$ cat src/rtl/axis_len_prefix.sv
// =============================================================================
// axis_len_prefix : store-and-forward AXI-Stream framer (count header + payload)
// Revision 1.0 : initial release
// =============================================================================
`default_nettype none

module axis_len_prefix #(
  parameter int DATA_W     = 16,
  parameter int DEPTH_LOG2 = 8
) (
  input  logic                S_AXIS_ACLK,
  input  logic                S_AXIS_ARESETN,
  input  logic [DATA_W-1:0]   S_AXIS_TDATA,
  input  logic [DATA_W/8-1:0] S_AXIS_TKEEP,
  input  logic                S_AXIS_TLAST,
  input  logic                S_AXIS_TVALID,
  output logic                S_AXIS_TREADY,
  output logic [DATA_W-1:0]   M_AXIS_TDATA,
  output logic [DATA_W/8-1:0] M_AXIS_TKEEP,
  output logic                M_AXIS_TLAST,
  output logic                M_AXIS_TVALID,
  input  logic                M_AXIS_TREADY,
  output logic                overflow,
  output logic                busy
);

  localparam int c_DEPTH = 1 << DEPTH_LOG2;
  localparam int c_CNT_W = DEPTH_LOG2 + 1;

  localparam logic [c_CNT_W-1:0]    c_FULL    = c_CNT_W'(c_DEPTH);
  localparam logic [c_CNT_W-1:0]    c_CNT_ONE = c_CNT_W'(1);
  localparam logic [DEPTH_LOG2-1:0] c_PTR_ONE = DEPTH_LOG2'(1);

  localparam logic [1:0] c_ST_FILL  = 2'd0;
  localparam logic [1:0] c_ST_HDR   = 2'd1;
  localparam logic [1:0] c_ST_DRAIN = 2'd2;

  logic [1:0]            r_state;
  logic [1:0]            w_state_nxt;
  logic [DEPTH_LOG2-1:0] r_wr_ptr;
  logic [DEPTH_LOG2-1:0] r_rd_ptr;
  logic [c_CNT_W-1:0]    r_count;
  logic                  r_overflow;
  logic [DATA_W-1:0]     r_mem [c_DEPTH];

  logic w_rx;
  logic w_tx;
  logic w_nonnull;
  logic w_full;
  logic w_store;
  logic w_drop;
  logic w_last_word;

  assign w_rx        = S_AXIS_TVALID & S_AXIS_TREADY;
  assign w_tx        = M_AXIS_TVALID & M_AXIS_TREADY;
  assign w_nonnull   = |S_AXIS_TKEEP;
  assign w_full      = (r_count == c_FULL);
  assign w_store     = w_rx & w_nonnull & ~w_full;
  assign w_drop      = w_rx & w_nonnull & w_full;
  assign w_last_word = ({1'b0, r_rd_ptr} == (r_count - c_CNT_ONE));

  assign overflow = r_overflow;
  assign busy     = (r_state != c_ST_FILL);

  // State register
  always_ff @(posedge S_AXIS_ACLK or negedge S_AXIS_ARESETN) begin
    if (!S_AXIS_ARESETN) begin
      r_state <= c_ST_FILL;
    end else begin
      r_state <= w_state_nxt;
    end
  end

  // Next-state logic
  always_comb begin
    w_state_nxt = r_state;
    case (r_state)
      c_ST_FILL: begin
        if (w_rx && S_AXIS_TLAST) begin
          w_state_nxt = c_ST_HDR;
        end
      end
      c_ST_HDR: begin
        if (w_tx) begin
          w_state_nxt = (r_count == '0) ? c_ST_FILL : c_ST_DRAIN;
        end
      end
      c_ST_DRAIN: begin
        if (w_tx && w_last_word) begin
          w_state_nxt = c_ST_FILL;
        end
      end
      default: w_state_nxt = c_ST_FILL;
    endcase
  end

  // Outputs depend only on registered state, so they hold while stalled
  always_comb begin
    S_AXIS_TREADY = 1'b0;
    M_AXIS_TVALID = 1'b0;
    M_AXIS_TDATA  = '0;
    M_AXIS_TKEEP  = '0;
    M_AXIS_TLAST  = 1'b0;
    case (r_state)
      c_ST_FILL: begin
        S_AXIS_TREADY = 1'b1;
      end
      c_ST_HDR: begin
        M_AXIS_TVALID              = 1'b1;
        M_AXIS_TDATA[c_CNT_W-1:0]  = r_count;
        M_AXIS_TKEEP               = '1;
        M_AXIS_TLAST               = (r_count == '0);
      end
      c_ST_DRAIN: begin
        M_AXIS_TVALID = 1'b1;
        M_AXIS_TDATA  = r_mem[r_rd_ptr];
        M_AXIS_TKEEP  = '1;
        M_AXIS_TLAST  = w_last_word;
      end
      default: ;
    endcase
  end

  // Pointers, word count and sticky truncation flag
  always_ff @(posedge S_AXIS_ACLK or negedge S_AXIS_ARESETN) begin
    if (!S_AXIS_ARESETN) begin
      r_wr_ptr   <= '0;
      r_rd_ptr   <= '0;
      r_count    <= '0;
      r_overflow <= 1'b0;
    end else begin
      case (r_state)
        c_ST_FILL: begin
          if (w_store) begin
            r_wr_ptr <= r_wr_ptr + c_PTR_ONE;
            r_count  <= r_count + c_CNT_ONE;
          end
          if (w_drop) begin
            r_overflow <= 1'b1;
          end else if (w_rx && (r_count == '0)) begin
            r_overflow <= 1'b0;
          end
        end
        c_ST_HDR: begin
          if (w_tx && (r_count != '0)) begin
            r_rd_ptr <= '0;
          end
        end
        c_ST_DRAIN: begin
          if (w_tx) begin
            if (w_last_word) begin
              r_wr_ptr <= '0;
              r_rd_ptr <= '0;
              r_count  <= '0;
            end else begin
              r_rd_ptr <= r_rd_ptr + c_PTR_ONE;
            end
          end
        end
        default: ;
      endcase
    end
  end

  // Packet buffer; contents need no reset since pointers gate every read
  always_ff @(posedge S_AXIS_ACLK) begin
    if (w_store) begin
      r_mem[r_wr_ptr] <= S_AXIS_TDATA;
    end
  end

endmodule

`default_nettype wire

$ cat config.mk
export PLATFORM = sky130hd
export DESIGN_NAME = axis_len_prefix
export DESIGN_NICKNAME = d
export VERILOG_FILES = /design/src/rtl/axis_len_prefix.sv
export SDC_FILE = /design/constraint.sdc
export NUM_CORES = 2
export LEC_CHECK = 0
export BUFFER_PORTS_ARGS = -buffer_cell sky130_fd_sc_hd__buf_2
export CORE_UTILIZATION = 65
export CTS_BUF_LIST = sky130_fd_sc_hd__clkbuf_8
export CTS_CLUSTER_DIAMETER = 40
export DETAILED_ROUTE_END_ITERATION = 7
export GPL_TIMING_DRIVEN = 0
export MAX_ROUTING_LAYER = met4
export PLACE_DENSITY = 0.81
export SYNTH_ARGS = -nofsm -noshare
export SYNTH_HDL_FRONTEND = slang
export SYNTH_SLANG_ARGS = --single-unit
export TNS_END_PERCENT = 5
$ cat constraint.sdc
create_clock -name S_AXIS_ACLK -period 4.1 [get_ports S_AXIS_ACLK]
set_input_delay 0.82 -clock S_AXIS_ACLK [delete_from_list [all_inputs] [get_ports S_AXIS_ACLK]]
set_output_delay 0.82 -clock S_AXIS_ACLK [all_outputs]
set_load 0.05 [all_outputs]
==> impl_metrics.csv, run 1 <==
group,metric,value,unit
yosys,synth_area,159000,sq um
run_status,haltStage,"5_1_grt",
clocking,clock_sinks,4124,
die,fp.dieW,497,microns
yosys,synth.distinct_cells,75,
die,start_util,0.654,
yosys,synth-async-reset-ratio,0.00679,
yosys,synth-seq-cells,4124,
yosys,syn_inst,6976,
die,rows,181,
clocking,cts_buffers,646,
grt,overflow,1,
placement,dpl.hpwl,546000,microns
placement,io_buffers,45,
grt,grt_max_degree,157,
die,die_h,497,microns
clocking,cts_buffer_depth,4,
yosys,yosysSeqAreaShare,0.777,
yosys,yosysWarnings,0,
grt,grt_usage,0.775,
clocking,h-tree-depth,6,
yosys,synth_ff_type,"edfxtp_1",
run_status,status,"stopped before the end",
yosys,synth_enable_flop_cells,4096,
yosys,synth_fp_nets,7010,
yosys,avgSynthCellArea,22.8,sq um
placement,gp_congestion,1.17,
die,ioPinCount,46,
clocking,cts_root_buf,"clkbuf_8",
run_status,tool.error,"[ERROR GRT-0232] Routing congestion too high. Check the congestion heatmap in the GUI.",
routing by layer:
layer  overflow  global-route usage
met3          1               0.689
met4          0               0.756
met2          0               0.871
met5          -                   -
met1          0               0.753
kinds of logic after synthesis:
kind of cell / Yosys count / synth area share
buffers and inverters: 425 / 0.0144
DFF: 4124 / 0.777
xor gates and xnor gates: 17 / 0.000935
and+or+nand+nor: 654 / 0.0176
muxes: 1306 / 0.170
adders and majority gates: 11 / 0.000864
AOI/OAI and AO/OA: 439 / 0.0194
through the flow:
stage	instances	setup slack [ns]	setup TNS, ns	cell area [sq um]	util
2_1_floorplan	6976	-0.271	-0.303	159000	-
3_3_place_gp	10223	-7.18	-	163000	0.672
3_5_place_dp	10577	-4.12	-3324.21	172000	0.705
4_1_cts	11862	-2.16	-509.46	189000	0.776
Yosys cell counts, drive strengths merged, types with 19 or more instances:
cell type	n	area, sq um
a21oi	81	405
a221oi	32	280
a22oi	81	608
buf	226	1540
clkbuf	183	687
dfrtp	28	701
edfxtp	4096	123000
mux2i	185	1850
mux4	1120	25200
nand2	180	676
nand3	49	245
nor2	319	1200
nor3	19	95.1
o21ai	59	295
o221ai	26	228
o22ai	47	294
what timing repair did:
item                                     CTS
gates cloned                               1
endpoints found under the hold margin     29
buffers inserted                         172
pin swaps                                 38
gates resized for setup                  969
endpoints found under the setup margin  3983
hold buffers                               2
==> run 2: changes to the inputs <==
==> config.mk (replaced) <==
export PLATFORM = sky130hd
export DESIGN_NAME = axis_len_prefix
export DESIGN_NICKNAME = d
export VERILOG_FILES = /design/src/rtl/axis_len_prefix.sv
export SDC_FILE = /design/constraint.sdc
export NUM_CORES = 2
export LEC_CHECK = 0
export BUFFER_PORTS_ARGS = -buffer_cell sky130_fd_sc_hd__buf_2
export CORE_UTILIZATION = 40
export DETAILED_ROUTE_END_ITERATION = 7
export GPL_TIMING_DRIVEN = 0
export PLACE_DENSITY_LB_ADDON = 0.15
export SYNTH_ARGS = -nofsm -noshare
export SYNTH_HDL_FRONTEND = slang
export SYNTH_SLANG_ARGS = --single-unit
export TNS_END_PERCENT = 5
==> run 2 against run 1 <==
Against the previous run: the flow now finishes, with violations (max-capacitance violations, max-slew violations, negative setup slack); synthesized cell count is the same; area after synthesis is the same.
==> impl_metrics.csv, run 2 <==
group,metric,value,unit
clocking,cts_buffer_depth,4,
layout,final_util,0.498,
yosys,synth-seq-cells,4124,
route,drt_first_pass_iters,7,
sta,finalCriticalPeriod,6.43,ns
layout,syn_to_final_growth,23.9,%
placement,dpl.hpwl,541000,microns
clocking,clock_sinks,4124,
worst_setup_path,crit_path_start,"r_rd_ptr[3]$_DFFE_PN0P_",
route,vias,95291,
layout,drive_gt1_frac,0.389,
worst_setup_path,path_cells,"buf_4, and2_4, clkbuf_2, buf_4, a22oi_1, a21oi_2, nor2_2, o211ai_1, nand4_1, o211ai_1, buf_4",
sta,fin_worst_skew,0.0463,ns
route,drc_errors,0,
worst_setup_path,rrSetupSlack,-0.70,ns
power,powerDensity,708,nW/um^2
layout,largest-register,"r_mem",
layout,final_cell_mix,"edfxtp_1 (4,096), mux4_2 (1,120), clkbuf_16 (462), buf_4 (294), buf_12 (222)",
worst_setup_path,cp_slowest_stage_delay,0.56,ns
route,first_iter_violations,18312,
yosys,synth_area,159000,sq um
worst_setup_path,critPathKind,"flip-flop to primary output",
sta,fmax,0.156,GHz
die,ioPinCount,46,
die,fp.dieW,633,microns
placement,pre_cts_slack,-4.14,ns
grt,grt_pass1_vias,85349,
clocking,cts_root_buf,"clkbuf_16",
yosys,yosysWarnings,0,
worst_setup_path,arrival,5.61,ns
clocking,cts_buffers,439,
layout,reg_top3,"r_mem: 4096 flops, r_count: 9 flops",
worst_setup_path,cpMostUsedCell,"buf_4",
run_status,status,"finished, violations left",
run_status,violations,"max-capacitance violations, max-slew violations, negative setup slack",
yosys,yosysMostFrequentCell,"edfxtp_1",
yosys,synth_common_cells,"edfxtp_1 (4,096), mux4_2 (1,120), nor2_1 (319)",
yosys,synth_fp_nets,7010,
yosys,yosysSeqAreaShare,0.777,
worst_setup_path,crit_family,"buffers and inverters",
yosys,synth_enable_flop_cells,4096,
sta,fin_crit_sh,1.57,
route,wire_per_inst,59.2,microns
worst_setup_path,cp.depth,11,
layout,fin_nets,8152,
die,start_util,0.402,
worst_setup_path,r2r_start,"r_state[0]$_DFFE_PN0P_",
worst_setup_path,slowest_stage,"buf_4",
yosys,synth_top_cell_area_share,0.772,
grt,grt_max_degree,153,
grt,antenna_found_initial,110,
yosys,yosysTopAreaCell,"edfxtp_1",
sta,rsz0062_at_grt,"yes",
placement,gp_congestion,1.08,
clocking,path_clk_slew,0.06,ns
grt,grt_pass1_wl,1000000,microns
worst_setup_path,rr_worst_depth,9,
worst_setup_path,required,3.28,ns
placement,io_buffers,45,
layout,largest_register_ffs,4096,
run,maxCapViolations,6,
grt,grt_usage,0.405,
yosys,synth_ff_type,"edfxtp_1",
route,drt-total-wl,818000,microns
worst_hold_path,hold_class,"input pin to flip-flop",
die,core,396000,sq um
layout,mostFrequentLayoutCell,"edfxtp_1",
power,irDropWorstVdd,0.000484,V
sta,worstMarginPinSlew,1.60,ns
clocking,clk_latency,1.09,ns
worst_setup_path,worst_r2r_endpoint,"r_mem[198][14]$_DFFE_PP_",
route,via_per_inst,6.90,
worst_setup_path,end_kind,"primary output",
grt,overflow,0,
worst_setup_path,crit_fanout,11,
worst_setup_path,timing.critical_path.to,"M_AXIS_TDATA[3]",
die,die_h,633,microns
yosys,avgSynthCellArea,22.8,sq um
layout,fillers,31497,
route,final_antenna_net_count,0,
yosys,synth-async-reset-ratio,0.00679,
die,die-area,401000,sq um
sta,hold_viol,0,
worst_setup_path,cp-start-kind,"flip-flop",
clocking,cts_tree,"built",
yosys,ys_top_cells_by_area,"edfxtp_1 (77%), mux4_2 (16%), mux2i_1 (1.2%), nor2_1 (0.75%), dfrtp_1 (0.44%)",
die,rows,231,
power,p_leak,61.1,nW
yosys,synth.distinct_cells,75,
clocking,h-tree-depth,5,
yosys,syn_inst,6976,
sta,maxSlewHeadroom,-0.0700,
sta,final-setup-viol-count,1851,
sta,worst_slack,-2.33,ns
worst_setup_path,critical_path_buf_inv_count,4,
sta,slew_viol_final,25,
-- run 2: cell counts after synthesis --
Identical to the previous run, type by type.
-- run 2: layout make-up --
type                    count  area (sq um)  share of cell area
flip-flops and latches   4124        124000               0.627
multi-input cells        2427         36600               0.186
clock buffers             559         11600              0.0587
repair buffers            706         10200              0.0519
well taps                5242          6560              0.0332
plain buffers             404          6390              0.0324
clock inverters           259          1970              0.0100
diodes                     81           203             0.00103
inverters                  16          83.8            0.000425
-- run 2: worst min path at each step --
stage | start | end | slack (ns) | depth (start not counted)
4_1_cts | S_AXIS_TDATA[7] | r_mem[180][7]$_DFFE_PP_ | 0.008 | 1
3_3_place_gp | r_state[1]$_DFFE_PN0P_ | r_state[1]$_DFFE_PN0P_ | 0.54 | 2
3_5_place_dp | r_state[1]$_DFFE_PN0P_ | r_state[1]$_DFFE_PN0P_ | 0.55 | 2
2_1_floorplan | r_state[1]$_DFFE_PN0P_ | r_state[1]$_DFFE_PN0P_ | 0.50 | 2
5_1_grt | S_AXIS_TDATA[7] | r_mem[180][7]$_DFFE_PP_ | 0.04 | 1
6_report | S_AXIS_TDATA[8] | r_mem[82][8]$_DFFE_PP_ | 0.02 | 1
-- run 2: per-layer routing --
metal | up-vias | global-route usage | share of wire | routed length [microns]
met1 | 52338 | 0.505 | 0.35 | 284000
li1 | 32339 | - | - | -
met4 | 32 | 0.306 | 0.091 | 74100
met5 | - | 0.0163 | 0.00095 | 777
met3 | 2031 | 0.160 | 0.14 | 114000
met2 | 8551 | 0.566 | 0.42 | 345000
-- run 2: kinds of logic (layout without fill, tap and decap cells) --
kind of cell,count (synthesis),in the layout,share of synthesized area
flip-flops,4124,4124,0.777
multiplexers,1306,1306,0.170
AND/OR/NAND/NOR,654,654,0.0176
AO/OA/AOI/OAI,439,439,0.0194
buffers and inverters,425,1944,0.0144
XOR/XNOR,17,17,0.000935
adder cells (fa/ha/maj),11,11,0.000864
other,0,81,0
-- run 2: timing repair --
| action | CTS | global route |
|---|---|---|
| hold endpoints to repair | 29 | 0 |
| buffers inserted | 197 | 174 |
| hold buffers | 2 | 0 |
| cloned | 2 | 2 |
| pin swaps | 36 | 66 |
| endpoints found under the setup margin | 3932 | 2193 |
| resized for setup | 1062 | 347 |
-- run 2: power breakdown --
| part | internal, mW | switching [mW] | total [mW] | leakage [nW] |
|---|---|---|---|---|
| clock network | 21.4 | 17.3 | 38.8 | 6.62 |
| logic | 19.1 | 35.1 | 54.1 | 17.3 |
| registers | 46.6 | 0.190 | 46.8 | 37.1 |
| total | 87.1 | 52.6 | 140 | 61.1 |
-- run 2: stage by stage --
stage	setup TNS (ns)	std cells	hold slack [ns]	area, sq um	total power [mW]
finish	-541.84	13818	0.0164	197000	140
global route	-505.22	13749	0.0365	197000	139
CTS	-668.35	13564	0.00774	194000	134
detailed placement	-3960.09	12548	0.554	174000	90.3
global placement	-	12263	0.544	166000	88.6
floorplan	-0.303	6976	0.499	159000	64.4
-- run 2: worst reg2reg max path: stages, from the launching register on --
cell,delay (ns)
dfrtp_1,0.40
inv_1,0.12
ha_1,0.32
o211ai_1,0.24
a41oi_4,0.43
nor3b_2,0.46
buf_6,0.26
nand3_1,0.53
buf_1,0.65
nor2_4,0.98
No activity file was read; power rests on OpenSTA's default activity.
